`src/rtl/cpu_mem_seq_pkg.sv`:
```
// cpu_mem_seq_pkg: shared state encoding and CPU bus widths for the CPU-to-memory sequencer.
package cpu_mem_seq_pkg;
    localparam int CPU_ADDR_W = 16;
    localparam int CPU_DATA_W = 8;
    typedef enum logic [1:0] {IDLE, REQ, WAIT_RSP, DONE} state_t;
endpackage

```
`src/rtl/cpu_byte_lane.sv`:
```
// cpu_byte_lane: maps a CPU byte onto a 32-bit word (strobe, replicated write data, read-byte select).
module cpu_byte_lane
    import cpu_mem_seq_pkg::*;
(
    input  logic [1:0]            lane,
    input  logic                  we,
    input  logic [CPU_DATA_W-1:0] wbyte,
    input  logic [31:0]           rdata,
    output logic [3:0]            wstrb,
    output logic [31:0]           wdata,
    output logic [CPU_DATA_W-1:0] rbyte
);
    assign wstrb = we ? 4'b0001 << lane : 4'b0000;
    assign wdata = {4{wbyte}};
    assign rbyte = rdata[{lane, 3'b000} +: CPU_DATA_W];
endmodule

```
`src/rtl/cpu_mem_sequencer.sv`:
```
// cpu_mem_sequencer: stretches each 65C02 bus cycle onto a 32-bit valid/ready memory port.
// Define BUS_TIMEOUT_EN to abort stalled accesses after TIMEOUT_CYCLES and raise o_timeout.
module cpu_mem_sequencer
    import cpu_mem_seq_pkg::*;
#(
    parameter int                    ADDR_WIDTH     = 32,
    parameter int                    DATA_WIDTH     = 32,
    parameter logic [ADDR_WIDTH-1:0] MEM_BASE       = '0,
    parameter int                    TIMEOUT_CYCLES = 255
) (
    input  logic                    i_sysclk,
    input  logic                    i_rst,
    input  logic                    i_cpu_cycle_start,
    input  logic [CPU_ADDR_W-1:0]   i_cpu_addr,
    input  logic                    i_cpu_rwb,
    input  logic [CPU_DATA_W-1:0]   i_cpu_data,
    output logic [CPU_DATA_W-1:0]   o_cpu_data,
    output logic                    o_cpu_rdy,
    output logic                    o_mem_req_valid,
    input  logic                    i_mem_req_ready,
    output logic [ADDR_WIDTH-1:0]   o_mem_addr,
    output logic                    o_mem_we,
    output logic [DATA_WIDTH-1:0]   o_mem_wdata,
    output logic [DATA_WIDTH/8-1:0] o_mem_wstrb,
    input  logic                    i_mem_rsp_valid,
    input  logic [DATA_WIDTH-1:0]   i_mem_rdata,
    output logic                    o_busy,
    output logic                    o_timeout
);
    state_t                state;
    logic [1:0]            lane;
    logic [1:0]            sel;
    logic [3:0]            wstrb;
    logic [DATA_WIDTH-1:0] wdata;
    logic [CPU_DATA_W-1:0] rbyte;
    logic                  got_rsp;
    logic                  expired;
    logic                  finish;

    if (DATA_WIDTH != 32 || TIMEOUT_CYCLES < 1) begin : g_bad_params
        $error("cpu_mem_sequencer: DATA_WIDTH must be 32 and TIMEOUT_CYCLES positive");
    end

    // Live CPU lane builds the request at start; the latched lane picks the read byte.
    assign sel = (state == WAIT_RSP) ? lane : i_cpu_addr[1:0];

    cpu_byte_lane u_lane (
        .lane  (sel),
        .we    (~i_cpu_rwb),
        .wbyte (i_cpu_data),
        .rdata (i_mem_rdata),
        .wstrb (wstrb),
        .wdata (wdata),
        .rbyte (rbyte)
    );

    assign got_rsp = state == WAIT_RSP && i_mem_rsp_valid;
    assign finish  = got_rsp || expired;

`ifdef BUS_TIMEOUT_EN
    localparam int CW = $clog2(TIMEOUT_CYCLES + 1);
    logic [CW-1:0] cnt;
    assign expired = (state == REQ || state == WAIT_RSP) && cnt == CW'(TIMEOUT_CYCLES);
    always_ff @(posedge i_sysclk or posedge i_rst) begin
        if (i_rst) cnt <= '0;
        else cnt <= (state == REQ || state == WAIT_RSP) ? cnt + 1'b1 : '0;
    end
`else
    assign expired   = 1'b0;
    assign o_timeout = 1'b0;
`endif

    always_ff @(posedge i_sysclk or posedge i_rst) begin
        if (i_rst) begin
            state           <= IDLE;
            lane            <= '0;
            o_cpu_rdy       <= 1'b1;
            o_cpu_data      <= '0;
            o_mem_req_valid <= 1'b0;
            o_mem_we        <= 1'b0;
            o_mem_addr      <= '0;
            o_mem_wdata     <= '0;
            o_mem_wstrb     <= '0;
            o_busy          <= 1'b0;
`ifdef BUS_TIMEOUT_EN
            o_timeout       <= 1'b0;
`endif
        end else begin
            case (state)
                IDLE, DONE: if (i_cpu_cycle_start) begin
                    state           <= REQ;
                    lane            <= i_cpu_addr[1:0];
                    o_mem_addr      <= MEM_BASE + ADDR_WIDTH'({i_cpu_addr[CPU_ADDR_W-1:2], 2'b00});
                    o_mem_we        <= ~i_cpu_rwb;
                    o_mem_wdata     <= wdata;
                    o_mem_wstrb     <= wstrb;
                    o_mem_req_valid <= 1'b1;
                    o_cpu_rdy       <= 1'b0;
                    o_busy          <= 1'b1;
                end
                REQ, WAIT_RSP: if (finish) begin
                    state           <= DONE;
                    o_mem_req_valid <= 1'b0;
                    o_cpu_rdy       <= 1'b1;
                    o_busy          <= 1'b0;
                    if (!o_mem_we) o_cpu_data <= got_rsp ? rbyte : 8'hFF;
`ifdef BUS_TIMEOUT_EN
                    if (!got_rsp) o_timeout <= 1'b1;
`endif
                end else if (state == REQ && i_mem_req_ready) begin
                    state           <= WAIT_RSP;
                    o_mem_req_valid <= 1'b0;
                end
            endcase
        end
    end
endmodule

```
`config.mk`:
```
export PLATFORM = sky130hd
export DESIGN_NAME = cpu_mem_sequencer
export DESIGN_NICKNAME = d
export VERILOG_FILES = /design/src/rtl/cpu_mem_seq_pkg.sv /design/src/rtl/cpu_byte_lane.sv /design/src/rtl/cpu_mem_sequencer.sv
export SDC_FILE = /design/constraint.sdc
export NUM_CORES = 1
export LEC_CHECK = 0
export ABC_AREA = 1
export CAP_MARGIN = 10
export CORE_MARGIN = 2
export CORE_UTILIZATION = 41
export DETAILED_ROUTE_END_ITERATION = 6
export GPL_TIMING_DRIVEN = 0
export PLACE_DENSITY = 0.95
export REMOVE_ABC_BUFFERS = 1
export SYNTH_ARGS = -nofsm -noshare
export SYNTH_HDL_FRONTEND = slang
export SYNTH_SLANG_ARGS = --single-unit
```
`constraint.sdc`:
```
create_clock -name i_sysclk -period 4.3 [get_ports i_sysclk]
set_input_delay 1.075 -clock i_sysclk [delete_from_list [all_inputs] [get_ports i_sysclk]]
set_output_delay 1.075 -clock i_sysclk [all_outputs]
set_load 0.01 [all_outputs]
```
# Word level (Yosys, flattened, before mapping)
# Cells that the tools add are included.
word_totals:
  regBits: 66
  in_bits: 62
  elab_cells: 44
op_classes:
  n_eq_ne: 6
  shift: 2
  n_mux: 15
  bitwise: 2
  reduce_logical: 9
op_table:
  columns: ["operator", "n"]
  rows:
  - ["variable part select 32 x 6 -> 8 bit", 1]
  - ["2-to-1 mux 2 bit", 4]
  - ["2-to-1 mux 1 bit", 6]
  - ["case mux 1 bit (2 select lines)", 3]
  - ["AND reduction 2 bit", 3]
  - ["equality test 2 bit (second input constant)", 2]
  - ["2-to-1 mux 4 bit", 1]
  - ["inequality test 2 bit (second input constant)", 2]
  - ["case mux 2 bit (2 select lines)", 1]
  - ["OR reduction 2 bit", 2]
  - ["left shift 1 x 2 -> 4 bit (first input constant)", 1]
  - ["inequality test 3 bit (second input constant)", 1]
  - ["AND reduction 3 bit", 1]
  - ["equality test 2 x 1 -> 1 bit (second input constant)", 1]
  - ["logical AND 1 bit", 2]
  - ["logical NOT 2 bit", 1]
  - ["NOT 1 bit", 2]

# Logic depth before layout (Yosys ltp)
depth:
  ltp_word: 5
  depth_mapped: 12
  mapped_depth_nobuf: 11

# By module
# From an unflattened synthesis, not the netlist that was laid out.
hier_totals:
  hier_cells: 431
  hier_area_um2: 3410.8
modules_own_cells:
  columns: ["module", "n_inst", "cells_per_inst", "area_each_um2"]
  rows:
  - ["cpu_mem_sequencer", 1, 316, 2785.2]
  - ["cpu_byte_lane", 1, 115, 625.6]

# Worst setup path before layout
# OpenSTA, ideal clock, no wires.
synth_timing:
  path_kind: "in2reg"
  startpoint: "input port i_mem_rsp_valid"
  endpoint: "register o_cpu_data[0]"
  setup_time_ps: 117
  t_arrival_ps: 1758
  slack_ps: 2425
  cell_stages: 5
  cell_sequence: "nand2_1 nor3_2 inv_1 nand2_1 nand2_1"
synth_via:
  elab_chain_cells: 2
synth_lines:
  columns: ["item", "line", "text"]
  rows:
  - ["start: declaration", "cpu_mem_sequencer.sv:25", "input logic i_mem_rsp_valid,"]
  - ["logical AND 1 bit", "cpu_mem_sequencer.sv:57", "assign got_rsp = state == WAIT_RSP && i_mem_rsp_valid;"]
  - ["AND reduction 3 bit (no line)", null, null]
  - ["end signal: assignment", "cpu_mem_sequencer.sv:106", "if (!o_mem_we) o_cpu_data <= got_rsp ? rbyte : 8'hFF;"]
  - ["end: declaration", "cpu_mem_sequencer.sv:17", "output logic [CPU_DATA_W-1:0] o_cpu_data,"]
# Every way passes these cells.
# A chain may end at the register's enable or synchronous reset.

# Worst setup path in the final report
layout_timing:
  startpoint: "input port i_cpu_cycle_start"
  endpoint: "register o_busy"
layout_via:
  elab_chain_cells: 2
layout_lines:
  columns: ["item", "line", "text"]
  rows:
  - ["start: declaration", "cpu_mem_sequencer.sv:13", "input logic i_cpu_cycle_start,"]
  - ["inequality test 2 bit (no line)", null, null]
  - ["AND reduction 2 bit (no line)", null, null]
  - ["end signal: assignment", "cpu_mem_sequencer.sv:84", "o_busy <= 1'b0;"]
  - ["end signal: assignment", "cpu_mem_sequencer.sv:99", "o_busy <= 1'b1;"]
  - ["end signal: assignment", "cpu_mem_sequencer.sv:105", "o_busy <= 1'b0;"]
  - ["end: declaration", "cpu_mem_sequencer.sv:27", "output logic o_busy,"]
# Every way passes these cells.

==> metrics <==
CP peak stage delay around 0.8 ns; Tot GR Track Use 0.197; Die H ~80 um; most common cell after layout, fill and taps aside nand2_1; status finished clean; Synth-to-Final Area Change 47.0%; slowest stage cell, crit path nand2_1; placer congestion estimate 0.796; endpoints failing hold 0; via/cell ratio roughly 4.7; Slew @ Worst Pin about 1.1 ns; # H-tree levels 2; CTS sink count 42; Fmax ~320 MHz; PwrDens ~700 mW/mm^2; Worst EP required between 4 and 5 ns; CTS Buf Count 5; Tcrit/Tclk final 0.734; Mean Syn Cell Area about 7.5 sq um; CP Cell Sequence clkdlybuf4s50_1 -> nand2_1 -> inv_1 -> nand2_1 -> o21ai_0; Rows 27; post-synthesis sequential area ratio 0.443; CP Capture Type register; HP Class register to register; top area cells in the synthesized netlist dfrtp_1, nand2_1, buf_4, nand3_1, inv_1; gate count after technology mapping approximately 320; post-route cell area approximately 0.0035 sq mm; initial antenna violation count 0; CTS tree done; Resized Gates After CTS 0; Most common cell on crit path nand2_1; initial core utilization 0.428; vias in the first global route ~2.2k; later-pin clock latency in the skew report just under 0.3 ns; Synth Cell Area 0.00237 sq mm; Clock transition at path regs 0.08 ns; initial drt markers 50; Layout Skew approximately 0.0064 ns; layout filler cell count between 400 and 500; post-route setup slack about 1.1 ns; die width approximately 80 um; MaxCap Viol Count 0; fin crit period around 3.2 ns; first-pass GRT wire length 9.91 mm; Pleak roughly 1.7 nW; crit path DAT about 3.3 ns; diode count 0; PortBufs between 100 and 150; root buffer cell clkbuf_8; drt pass-1 iters 4; # IOs 143; CP max FO 34; share of cells above drive strength 1 0.0435; synth warn 0; final setup violation count 0; Avg WL per Cell 13.2 um; pre-CTS worst setup slack approximately 0.82 ns; startpoint types input pin; DP Wirelength about 4.8 mm; number of synthesized register bits 42; Post-Route WL approximately 6.4 mm; cell taking the most area after synthesis dfrtp_1; WP buf/inv 2; die area between 0.006 and 0.007 sq mm; CTS max path bufs 2; setup TNS 0 ns; largest net degree at the start of global routing 43; peak supply drop ~400 uV; Main synth FF type dfrtp_1; Core Footprint around 0.0055 sq mm; placed cell areas ~0.0034 sq mm; Final Hold Slack just under 0.5 ns; Max transition margin 0.289; most frequent cells in the layout nand2_1, clkdlybuf4s50_1, dfrtp_1, nand3_1, conb_1; CTS Hold Buffers Added 0; RSZ-0062 raised after global routing false; NumNets Final 478; classification of the worst setup path input pin to register; DR vias approximately 2.3k; Slew Limit Fails 0; Remaining DRCs 0; grt ovf 0; CP delay by family, top buffers and inverters; Async SR Flop Fraction 1.00; top-area cell type share of the netlist area 0.432; Post-CTS Setup Inserts 0; Routed Antenna Nets 0; Synth cell types 20; EDFF count, synth 0
==> layout make-up <==
| cell class | count | area, sq um | area share |
|---|---|---|---|
| well taps | 72 | 90.1 | 0.0258 |
| multi-input cells | 224 | 952 | 0.273 |
| inverters | 16 | 60.1 | 0.0172 |
| clock buffers | 6 | 82.6 | 0.0237 |
| clock inverters | 2 | 12.5 | 0.00359 |
| repair buffers | 124 | 1240 | 0.355 |
| flip-flops and latches | 42 | 1050 | 0.302 |
==> power breakdown <==
group          total, mW  switching [mW]  internal, mW
sequential         0.732           0.140         0.592
combinational       1.41           0.705         0.704
clock              0.264           0.135         0.129
total               2.41           0.981          1.42
==> Yosys cell counts (3+ instances only) <==
cell      instances
clkbuf_1          3
dfrtp_1          41
buf_4            43
inv_2             3
inv_1            13
nand2_1         159
o21ai_0           7
nand3_1          24
buf_2             4
o31ai_1           4
ha_1              3
==> stage by stage <==
| step | util | std cells | power, mW |
|---|---|---|---|
| 2_1_floorplan | - | 282 | 1.36 |
| 3_3_place_gp | 0.611 | 477 | 2.09 |
| 3_5_place_dp | 0.611 | 477 | 2.14 |
| 4_1_cts | 0.628 | 485 | 2.42 |
| 5_1_grt | 0.630 | 486 | 2.60 |
| 6_report | 0.630 | 486 | 2.41 |
==> worst min-delay path: stages (launching register included) <==
cell     delay (ns)
dfrtp_1        0.35
nand2_1        0.05
nand2_1        0.05
==> sequential cells by signal, indices dropped and copies added (netlist names) <==
| name | cells |
|---|---|
| lane | 2 |
| o_busy | 1 |
| o_cpu_data | 8 |
| o_cpu_rdy | 1 |
| o_mem_addr | 14 |
| o_mem_req_valid | 1 |
| o_mem_wdata | 8 |
| o_mem_we | 1 |
| o_mem_wstrb | 4 |
| state | 2 |
==> metal layers <==
metal,global-route usage,wire (um),vias up
met3,0.0764,708,6
met2,0.334,3020,116
met1,0.232,2590,1046
met5,0,0,-
met4,0.0576,80,0
li1,-,-,1103
==> logic make-up after synthesis <==
kind of cell,count (synthesis),synth area share
and+or+nand+nor,188,0.319
AOI/OAI and AO/OA,14,0.0364
DFF,42,0.443
buffers and inverters,68,0.184
adders and majority gates,3,0.0158
other,1,0.00158
==> worst paths after layout <==
| kind | start | to | slack [ns] | cells after the start |
|---|---|---|---|---|
| setup / recovery | i_cpu_cycle_start | o_busy$_DFFE_PP0P_ | 1.14 | 5 |
| hold reg to reg | o_mem_addr[11]$_DFFE_PP0P_ | o_mem_addr[11]$_DFFE_PP0P_ | 0.48 | 2 |
| min in group asynchronous | i_rst | o_mem_addr[9]$_DFFE_PP0P_ | 1.28 | 2 |
| setup reg to reg | state[0]$_DFFE_PP0P_ | o_busy$_DFFE_PP0P_ | 1.54 | 6 |
| max in group asynchronous | i_rst | state[1]$_DFFE_PP0P_ | 2.49 | 2 |
| hold / removal | o_mem_addr[11]$_DFFE_PP0P_ | o_mem_addr[11]$_DFFE_PP0P_ | 0.48 | 2 |
No activity file was read; power rests on OpenSTA's default activity.
